## config.mk

```make
export PLATFORM = sky130hd
export DESIGN_NAME = pattern_state_reg
export DESIGN_NICKNAME = d
export VERILOG_FILES = /design/src/rtl/pattern_pkg.sv /design/src/rtl/pattern_state_reg_match_fn.sv /design/src/rtl/pattern_state_reg.sv
export SDC_FILE = /design/constraint.sdc
export NUM_CORES = 1
export LEC_CHECK = 0
export ABC_AREA = 1
export ABC_CLOCK_PERIOD_IN_PS = 1600
export CORE_AREA = 5 5 42 44
export CTS_CLUSTER_DIAMETER = 200
export DETAILED_ROUTE_END_ITERATION = 12
export DIE_AREA = 0 0 47 49
export GPL_ROUTABILITY_DRIVEN = 1
export HOLD_SLACK_MARGIN = 0.02
export PLACE_DENSITY = 0.53
export SYNTH_ARGS = -nofsm -noshare
export SYNTH_HDL_FRONTEND = slang
export SYNTH_SLANG_ARGS = --single-unit
```

## constraint.sdc

```tcl
create_clock -name clk -period 1.6 [get_ports clk]
set_input_delay 0.32 -clock clk [delete_from_list [all_inputs] [get_ports clk]]
set_output_delay 0.32 -clock clk [all_outputs]
set_load 0.005 [all_outputs]
```

## src/rtl/pattern_pkg.sv

```systemverilog
// Shared encodings for the serial "011"/"110" pattern recogniser:
// state codes, the park code, the two patterns and the fill limit.
package pattern_pkg;

  localparam logic [1:0] ST_00     = 2'b00;
  localparam logic [1:0] ST_01     = 2'b01;
  localparam logic [1:0] ST_10     = 2'b10;
  localparam logic [1:0] ST_11     = 2'b11;

  // 10 cannot form either pattern, so it is safe to present while idle
  localparam logic [1:0] PARK_ST   = ST_10;

  localparam logic [2:0] PATTERN_A = 3'b011;
  localparam logic [2:0] PATTERN_B = 3'b110;

  localparam logic [1:0] FILL_FULL = 2'd2;

endpackage

```

## src/rtl/pattern_state_reg_match_fn.sv

```systemverilog
// Combinational Mealy output function: flags {s, inp} equal to "011" or "110".
// It is used by the optional match counter.
module pattern_match_fn
  import pattern_pkg::*;
(
  input  logic [1:0] i_s,
  input  logic       i_inp,
  output logic       o_match
);

  assign o_match = ({i_s, i_inp} == PATTERN_A) || ({i_s, i_inp} == PATTERN_B);

endmodule

```

## src/rtl/pattern_state_reg.sv

```systemverilog
// State register feeding the registered Mealy output stage of the pattern recogniser.
// Define PATTERN_STATE_CNT_EN to build the saturating match counter on match_cnt.
module pattern_state_reg
  import pattern_pkg::*;
#(
  parameter logic [1:0] PARK_ST = pattern_pkg::PARK_ST,
  parameter int         CNT_W   = 8
) (
  input  logic             clk,
  input  logic             rst,
  input  logic             in_valid,
  input  logic             in_bit,
  input  logic             clr,
  output logic [1:0]       s,
  output logic             inp,
  output logic             s_live,
  output logic [CNT_W-1:0] match_cnt
);

  logic [1:0] r_hist;
  logic [1:0] r_fill;
  logic [1:0] r_s;
  logic       r_inp;
  logic       r_live;

  // Anything other than a real accept with full history presents the park state.
  always_ff @(posedge clk) begin
    if (rst || clr) begin
      r_hist <= 2'b00;
      r_fill <= 2'd0;
      r_s    <= PARK_ST;
      r_inp  <= 1'b0;
      r_live <= 1'b0;
    end else if (in_valid) begin
      r_inp  <= in_bit;
      r_hist <= {r_hist[0], in_bit};
      if (r_fill == FILL_FULL) begin
        r_s    <= r_hist;
        r_live <= 1'b1;
      end else begin
        r_s    <= PARK_ST;
        r_live <= 1'b0;
        r_fill <= r_fill + 2'd1;
      end
    end else begin
      r_s    <= PARK_ST;
      r_inp  <= 1'b0;
      r_live <= 1'b0;
    end
  end

  assign s      = r_s;
  assign inp    = r_inp;
  assign s_live = r_live;

`ifdef PATTERN_STATE_CNT_EN
  logic             w_hit;
  logic [CNT_W-1:0] r_cnt;

  // Same decision the output stage will make one cycle later; clr leaves it alone.
  pattern_match_fn u_match_fn (
    .i_s     (r_hist),
    .i_inp   (in_bit),
    .o_match (w_hit)
  );

  always_ff @(posedge clk) begin
    if (rst) begin
      r_cnt <= '0;
    end else if (in_valid && !clr && (r_fill == FILL_FULL) && w_hit && (r_cnt != '1)) begin
      r_cnt <= r_cnt + CNT_W'(1);
    end
  end

  assign match_cnt = r_cnt;
`else
  assign match_cnt = '0;
`endif

endmodule

```

# Word-level counts from Yosys, hierarchy flattened
# Index checks and enable logic that the tools add are counted.
[op_classes]
addsub = 1
n_eq_ne = 1
muxes = 1
n_bitwise = 2
reduce_logical = 4
[op_table]
columns = ["cell", "count"]
rows = [
  ["$reduce_or 3->1", 1],
  ["$add 2x1->2 const B", 1],
  ["$eq 2x2->1 const B", 1],
  ["$not 1->1", 2],
  ["$reduce_and 2->1", 1],
  ["$reduce_or 2->1", 1],
  ["$logic_or 1x1->1", 1],
  ["$mux 1", 1],
]
[word_totals]
regBits = 8

# Logic depth before layout (Yosys ltp)
# Gate-level depths: netlist (run 1).
[depth]
depth_word = 3
mapped_depth = 6
ltp_nobuf = 6

# Worst setup path after synthesis (run 1)
# OpenSTA, ideal clock, no wires.
[synth_timing]
kind = "register -> register"
startpoint = "reg r_fill[0]"
endpoint = "reg r_fill[0]"
setup_time_ns = 0.115
arrival_time_ns = 0.824
required_ns = 1.485
setup_slack_ns = 0.661
path_stages_with_launch = 7
period_less_slack_ns = 0.939
path_cell_list = "dfxtp_1 inv_1 ha_1 inv_1 nand3_1 nand2_1 nor2_1"
[synth_via]
elab_chain_cells = 3
elab_cells_between_ends = 4
cone_classes = "1 x add/sub; 1 x eq/ne; 1 x bitwise; 1 x reduce/logical"
[synth_lines]
columns = ["item", "line", "source"]
rows = [
  ["start: declaration", "pattern_state_reg.sv:21", "logic [1:0] r_fill;"],
  ["start signal: assignment", "pattern_state_reg.sv:43", "r_fill <= r_fill + 2'd1;"],
  ["$eq 2x2->1", "pattern_state_reg.sv:37", "if (r_fill == FILL_FULL) begin"],
  ["$not 1->1 (no line)", "n/a", ""],
  ["$reduce_and 2->1 (no line)", "n/a", ""],
]
# Parallel ways exist; a longest one is shown, timed or not.
# A chain may end at the register's enable or synchronous reset.

# Final worst setup path (run 1)
[layout_timing]
startpoint = "reg r_s[1] (netlist: s[1])"
endpoint = "out s[1]"
[layout_lines]
columns = ["item", "line", "source"]
rows = [
  ["start: declaration", "pattern_state_reg.sv:22", "logic [1:0] r_s;"],
  ["start signal: assignment", "pattern_state_reg.sv:38", "r_s <= r_hist;"],
  ["end: declaration", "pattern_state_reg.sv:14", "output logic [1:0] s,"],
]
# No word-level cell between the ends.

==> results of run 1 <==
[state kept, by name, indices dropped and copies added (netlist names)]
| name | count |
|---|---|
| inp | 1 |
| r_fill | 2 |
| r_hist | 2 |
| s | 2 |
| s_live | 1 |
[routing by layer]
layer	GRT usage (%)	share of wire, %	vias to the layer above
met4	5.53	1.7	0
met3	2.21	14	2
met1	6.39	41	103
met2	7.47	43	14
li1	-	-	137
met5	0	0	-
[worst register-to-register path: stages (launching register included)]
cell	delay, ps
dfxtp_1	340
inv_1	50
ha_1	230
inv_1	120
nand3_1	80
nand2_1	70
nor2_1	30
[power groups by stage]
stage                     Combinational (mW)  Clock (mW)  Sequential, mW
after floorplan                       0.0391           0           0.211
after CTS                             0.0403       0.162           0.207
after global placement                0.0394           0           0.211
after detailed placement              0.0402           0           0.212
after global routing                  0.0449       0.171           0.208
final                                 0.0406       0.153           0.207
[final timing paths]
path	endpoint	slack, ps	from	cells past startpoint
min	s[1]$_SDFF_PP1_	460	r_hist[1]$_SDFFE_PP0P_	2
max	s[1]	240	s[1]$_SDFF_PP1_	1
min reg2reg	s[1]$_SDFF_PP1_	460	r_hist[1]$_SDFFE_PP0P_	2
max reg2reg	r_fill[1]$_SDFFE_PP0P_	560	r_fill[0]$_SDFFE_PP0P_	6
[metrics by stage]
step / hold WS, ps / util [%] / setup slack [ps]
after floorplan: 430 / - / 661
after global placement: 451 / 30.3 / 240
after detailed placement: 452 / 30.3 / 242
after CTS: 465 / 31.9 / 223
after global routing: 486 / 31.9 / 182
final: 463 / 31.9 / 238
[area by class of cell]
type	instances	share of cell area, %
clock buffers	3	5.04
inverters	7	5.88
multi-input cells	27	30.8
flip-flops and latches	8	35.9
well taps	16	4.48
repair buffers	8	17.9
[layout by cell type (no fill, tap or decap)]
| cell type | instances |
|---|---|
| nor2_4 | 1 |
| nand3_2 | 1 |
| nand4_1 | 1 |
| inv_1 | 7 |
| clkdlybuf4s50_1 | 8 |
| o21ai_1 | 1 |
| conb_1 | 8 |
| a21oi_1 | 2 |
| ha_1 | 1 |
| dfxtp_1 | 8 |
| nand2_1 | 3 |
| nor2_2 | 1 |
| nor2_1 | 4 |
| nand3_1 | 4 |
| clkbuf_4 | 3 |
[logic make-up (layout without fill, tap and decap cells)]
kind of cell / count (synthesis) / in the layout / share of synthesized area (%)
flip-flops: 8 / 8 / 43.8
buffers and inverters: 16 / 18 / 25.7
AND/OR/NAND/NOR: 15 / 15 / 21.9
other: 1 / 8 / 1.03
adder cells (fa/ha/maj): 1 / 1 / 3.42
AO/OA/AOI/OAI: 3 / 3 / 4.11
==> impl_metrics.csv, run 1 <==
group,metric,value,unit
run_status,run_status,"finished, final reports clean",
cts,cts_htree_levels,1,
cells_and_area,multi_input_area,138,um^2
global_routing,grt_pass1_wl,890,um
global_routing,antenna_found_initial,0,
setup_path,endpoint_kind,"output pin",
cells_and_area,layout-drive-gt1-share,11.3,%
sta,period_share,85.1,%
placed_design,place_area,424,um^2
global_routing,grt_max_degree,10,
pwr,power.density,898,nW/um^2
setup_path,worstPathMaxFanout,1,
synth,yosys.area.top_type,"dfxtp_1",
global_routing,grt_pass1_vias,233,
sta,timing.setup.tns,0,ps
cells_and_area,fin_nets,61,
placed_design,dpl.hpwl,465,um
detailed_routing,wirelength,600,um
synth,synthTopCellsByCount,"buf_4 (9), dfxtp_1 (8), inv_1 (7), nand3_1 (4), nor2_1 (4)",
pwr,seqPwrFrac,51.7,%
global_routing,grt.total_usage,5.64,%
synth,synth_ff_type,"dfxtp_1",
sta,finalMaxSlewViolations,0,
synth,netlist.area_leader.share,43.8,%
floorplanning,io_pins,17,
setup_path,crit_type,"register to output pin",
pwr,p_total,401,uW
pwr,vdd_ir_drop_max,0.000312,V
detailed_routing,viasPerCell,3.71,
floorplanning,coreArea,1400,um^2
cells_and_area,diodes,0,
floorplanning,die_h,49,um
cts,cts.sinks,8,
cts,path_clk_slew,60,ps
sta,fmax,0.734,GHz
job,drv_cap,0,
placed_design,io_buffers,8,
setup_path,cp.arrival,1040,ps
detailed_routing,vias,256,
sta,timing_hold_violations_final,0,
detailed_routing,dr.first_iter.drc_count,1,
sta,rsz0062_at_grt,"no",
synth,syn_area,365,um^2
sta,min_period,1360,ps
cts,cts_hold_buf,0,
pwr,combPwrFrac,10.1,%
floorplanning,fp.dieW,47,um
floorplanning,row_count,14,
floorplanning,die_area,2300,um^2
cts,cts_buffers,3,
synth,synth-seq-area-share,43.8,%
cells_and_area,fillCellCount,155,
detailed_routing,drt_pass1_iterations,2,
synth,synth_edf_count,0,
cells_and_area,final_cells,69,
detailed_routing,avgRoutedWirePerCell,8.70,um
sta,skew,1.64,ps
placed_design,place_inst,66,
synth,synth.most_common_cell,"buf_4",
detailed_routing,ant_nets,0,
setup_path,critical_path.cell_chain,"clkdlybuf4s50_1",
setup_path,crit_buf_inv,1,
synth,ys_ff_latch,8,
cells_and_area,final_area,447,um^2
synth,ys_warn_count,0,
setup_path,worst_setup_path_start_kind,"register",
sta,report.final.setup_viol,0,
pwr,swShare,23.0,%
setup_path,critPathMaxStageDelay,490,ps
min_path,hold_path.class,"register to register",
cts,cts_tree,"built",
pwr,clock_power_share,38.2,%
cts,clkLatencyLatePin,250,ps
cts,clockRootBuffer,"clkbuf_4",
detailed_routing,post-route-drc-count,0,
cts,cts_resized,0,
setup_path,crit_required,1280,ps
pwr,power.switching,92.4,uW
setup_path,crit_slowest_cell,"clkdlybuf4s50_1",
floorplanning,initial_core_util,26.1,%
cells_and_area,area_growth,22.3,%
cts,clockBufferDepth,2,
placed_design,place_congestion,0.648,
pwr,intPower,309,uW
setup_path,crit_family,"buffers and inverters",
global_routing,grt.overflow.total,0,
cts,cts_setup_buffers,0,
synth,syn_area_per_cell,8.30,um^2
pwr,p_leak,0.203,nW
synth,syn_inst,44,
synth,synth_cell_type_count,14,
synth,synth-async-reset-ratio,0,%
synth,synth_top_cells_by_area,"dfxtp_1 (44%), buf_4 (18%), inv_1 (7.2%)",
cells_and_area,ff_latch_area,160,um^2
Power figures use the tool's default switching activity.
==> inputs of run 2 (changes only) <==
--- a/config.mk
+++ b/config.mk
@@ -8,7 +8,7 @@
 export ABC_AREA = 1
 export ABC_CLOCK_PERIOD_IN_PS = 1600
 export CORE_AREA = 5 5 42 44
-export CTS_CLUSTER_DIAMETER = 200
+export CTS_CLUSTER_DIAMETER = 150
 export DETAILED_ROUTE_END_ITERATION = 12
 export DIE_AREA = 0 0 47 49
 export GPL_ROUTABILITY_DRIVEN = 1
@@ -17,3 +17,4 @@
 export SYNTH_ARGS = -nofsm -noshare
 export SYNTH_HDL_FRONTEND = slang
 export SYNTH_SLANG_ARGS = --single-unit
+export TNS_END_PERCENT = 30
==> results of run 2 <==
No change in the layout: final DEF, timing and power equal those of run 1.
==> inputs of run 3 (changes only) <==
--- a/config.mk
+++ b/config.mk
@@ -14,6 +14,7 @@
 export GPL_ROUTABILITY_DRIVEN = 1
 export HOLD_SLACK_MARGIN = 0.02
 export PLACE_DENSITY = 0.53
+export SETUP_SLACK_MARGIN = 0.2
 export SYNTH_ARGS = -nofsm -noshare
 export SYNTH_HDL_FRONTEND = slang
 export SYNTH_SLANG_ARGS = --single-unit
==> impl_metrics.csv, run 3 (same netlist as run 1, synthesis figures left out) <==
group,metric,value,unit
global_routing,antenna_found_initial,0,
sta,rsz0062_at_grt,"yes",
placed_design,io_buffers,8,
setup_path,cp.arrival,1040,ps
cts,cts_tree,"built",
run_status,run_status,"finished, final reports clean",
global_routing,grt.overflow.total,0,
setup_path,critPathMaxStageDelay,490,ps
setup_path,crit_family,"buffers and inverters",
sta,report.final.setup_viol,0,
pwr,p_leak,0.220,nW
floorplanning,die_area,2300,um^2
sta,timing.setup.tns,0,ps
floorplanning,initial_core_util,26.1,%
floorplanning,fp.dieW,47,um
setup_path,crit_required,1280,ps
floorplanning,row_count,14,
cts,clockBufferDepth,2,
setup_path,endpoint_kind,"output pin",
floorplanning,coreArea,1400,um^2
pwr,vdd_ir_drop_max,0.000312,V
cells_and_area,final_area,449,um^2
cells_and_area,final_cells,69,
global_routing,grt_pass1_wl,890,um
cells_and_area,final_cell_mix,"conb_1 (8), dfxtp_1 (8), inv_1 (7), clkdlybuf4s50_1 (7)",
global_routing,grt.total_usage,5.64,%
cells_and_area,layout-drive-gt1-share,11.3,%
placed_design,dpl.hpwl,465,um
floorplanning,die_h,49,um
cts,clockRootBuffer,"clkbuf_4",
global_routing,grt_max_degree,10,
detailed_routing,dr.first_iter.drc_count,1,
job,drv_cap,0,
detailed_routing,avgRoutedWirePerCell,8.68,um
min_path,hold_path.class,"register to register",
detailed_routing,post-route-drc-count,0,
cts,cts_setup_buffers,0,
placed_design,place_area,424,um^2
global_routing,grt_pass1_vias,233,
sta,hold_ws,463,ps
floorplanning,io_pins,17,
setup_path,crit_slowest_cell,"clkdlybuf4s50_1",
setup_path,crit_buf_inv,1,
setup_path,crit_type,"register to output pin",
placed_design,place_congestion,0.648,
pwr,power.density,892,nW/um^2
sta,finalMaxSlewViolations,0,
detailed_routing,drt_pass1_iterations,2,
placed_design,place_inst,66,
setup_path,worstPathMaxFanout,1,
cells_and_area,diodes,0,
cells_and_area,fin_nets,61,
sta,timing_hold_violations_final,0,
cts,cts.sinks,8,
detailed_routing,viasPerCell,3.71,
cells_and_area,area_growth,22.9,%
sta,fmax,0.734,GHz
cts,path_clk_slew,60,ps
detailed_routing,wirelength,599,um
sta,period_share,85.1,%
setup_path,worst_setup_path_start_kind,"register",
cts,cts_buffers,3,
cts,cts_htree_levels,1,
cts,clkLatencyLatePin,250,ps
sta,skew,1.63,ps
sta,min_period,1360,ps
detailed_routing,ant_nets,0,
detailed_routing,vias,256,
setup_path,critical_path.cell_chain,"clkdlybuf4s50_1",
cts,cts_hold_buf,0,
cells_and_area,utilization,32.1,%
[run 3: routing by layer]
layer  track usage, %  up-vias  routed length [um]
met2             7.47       14                 260
met5                0        -                   0
met4             5.53        0                  10
li1                 -      137                   -
met1             6.39      103                 244
met3             2.21        2                  83
[run 3: layout make-up]
type                    instances  area (um^2)
clock buffers                   3         22.5
fillers                       155          952
inverters                       7         26.3
multi-input cells              27          138
flip-flops and latches          8          160
well taps                      16         20.0
repair buffers                  8         82.6
[run 3: metrics by stage]
step,power [mW],setup slack [ps]
after floorplan,0.250,661
after global placement,0.251,240
after detailed placement,0.252,242
after CTS,0.409,223
after global routing,0.423,189
final,0.401,238
[run 3: final timing paths]
path	from	to	slack [ps]	cells after the start
setup / recovery	s[1]$_SDFF_PP1_	s[1]	240	1
hold reg to reg	r_hist[1]$_SDFFE_PP0P_	s[1]$_SDFF_PP1_	460	2
hold / removal	r_hist[1]$_SDFFE_PP0P_	s[1]$_SDFF_PP1_	460	2
setup reg to reg	r_fill[0]$_SDFFE_PP0P_	r_fill[1]$_SDFFE_PP0P_	560	6
[run 3: report_power, final]
part / internal (mW) / switching (mW) / total, mW / leakage, nW
combinational: 0.0182 / 0.0222 / 0.0404 / 0.141
clock: 0.0858 / 0.0675 / 0.153 / 0.0138
sequential: 0.204 / 0.00267 / 0.207 / 0.0650
[run 3: repair_timing]
item | 4_1_cts | 5_1_grt
setup endpoints to repair | 0 | 3
resized for setup | 0 | 1
hold endpoints to repair | 0 | 0
[run 3: worst min-delay path, stage by stage (launching register included)]
cell	delay, ps
dfxtp_1	320
inv_1	40
nand4_1	70
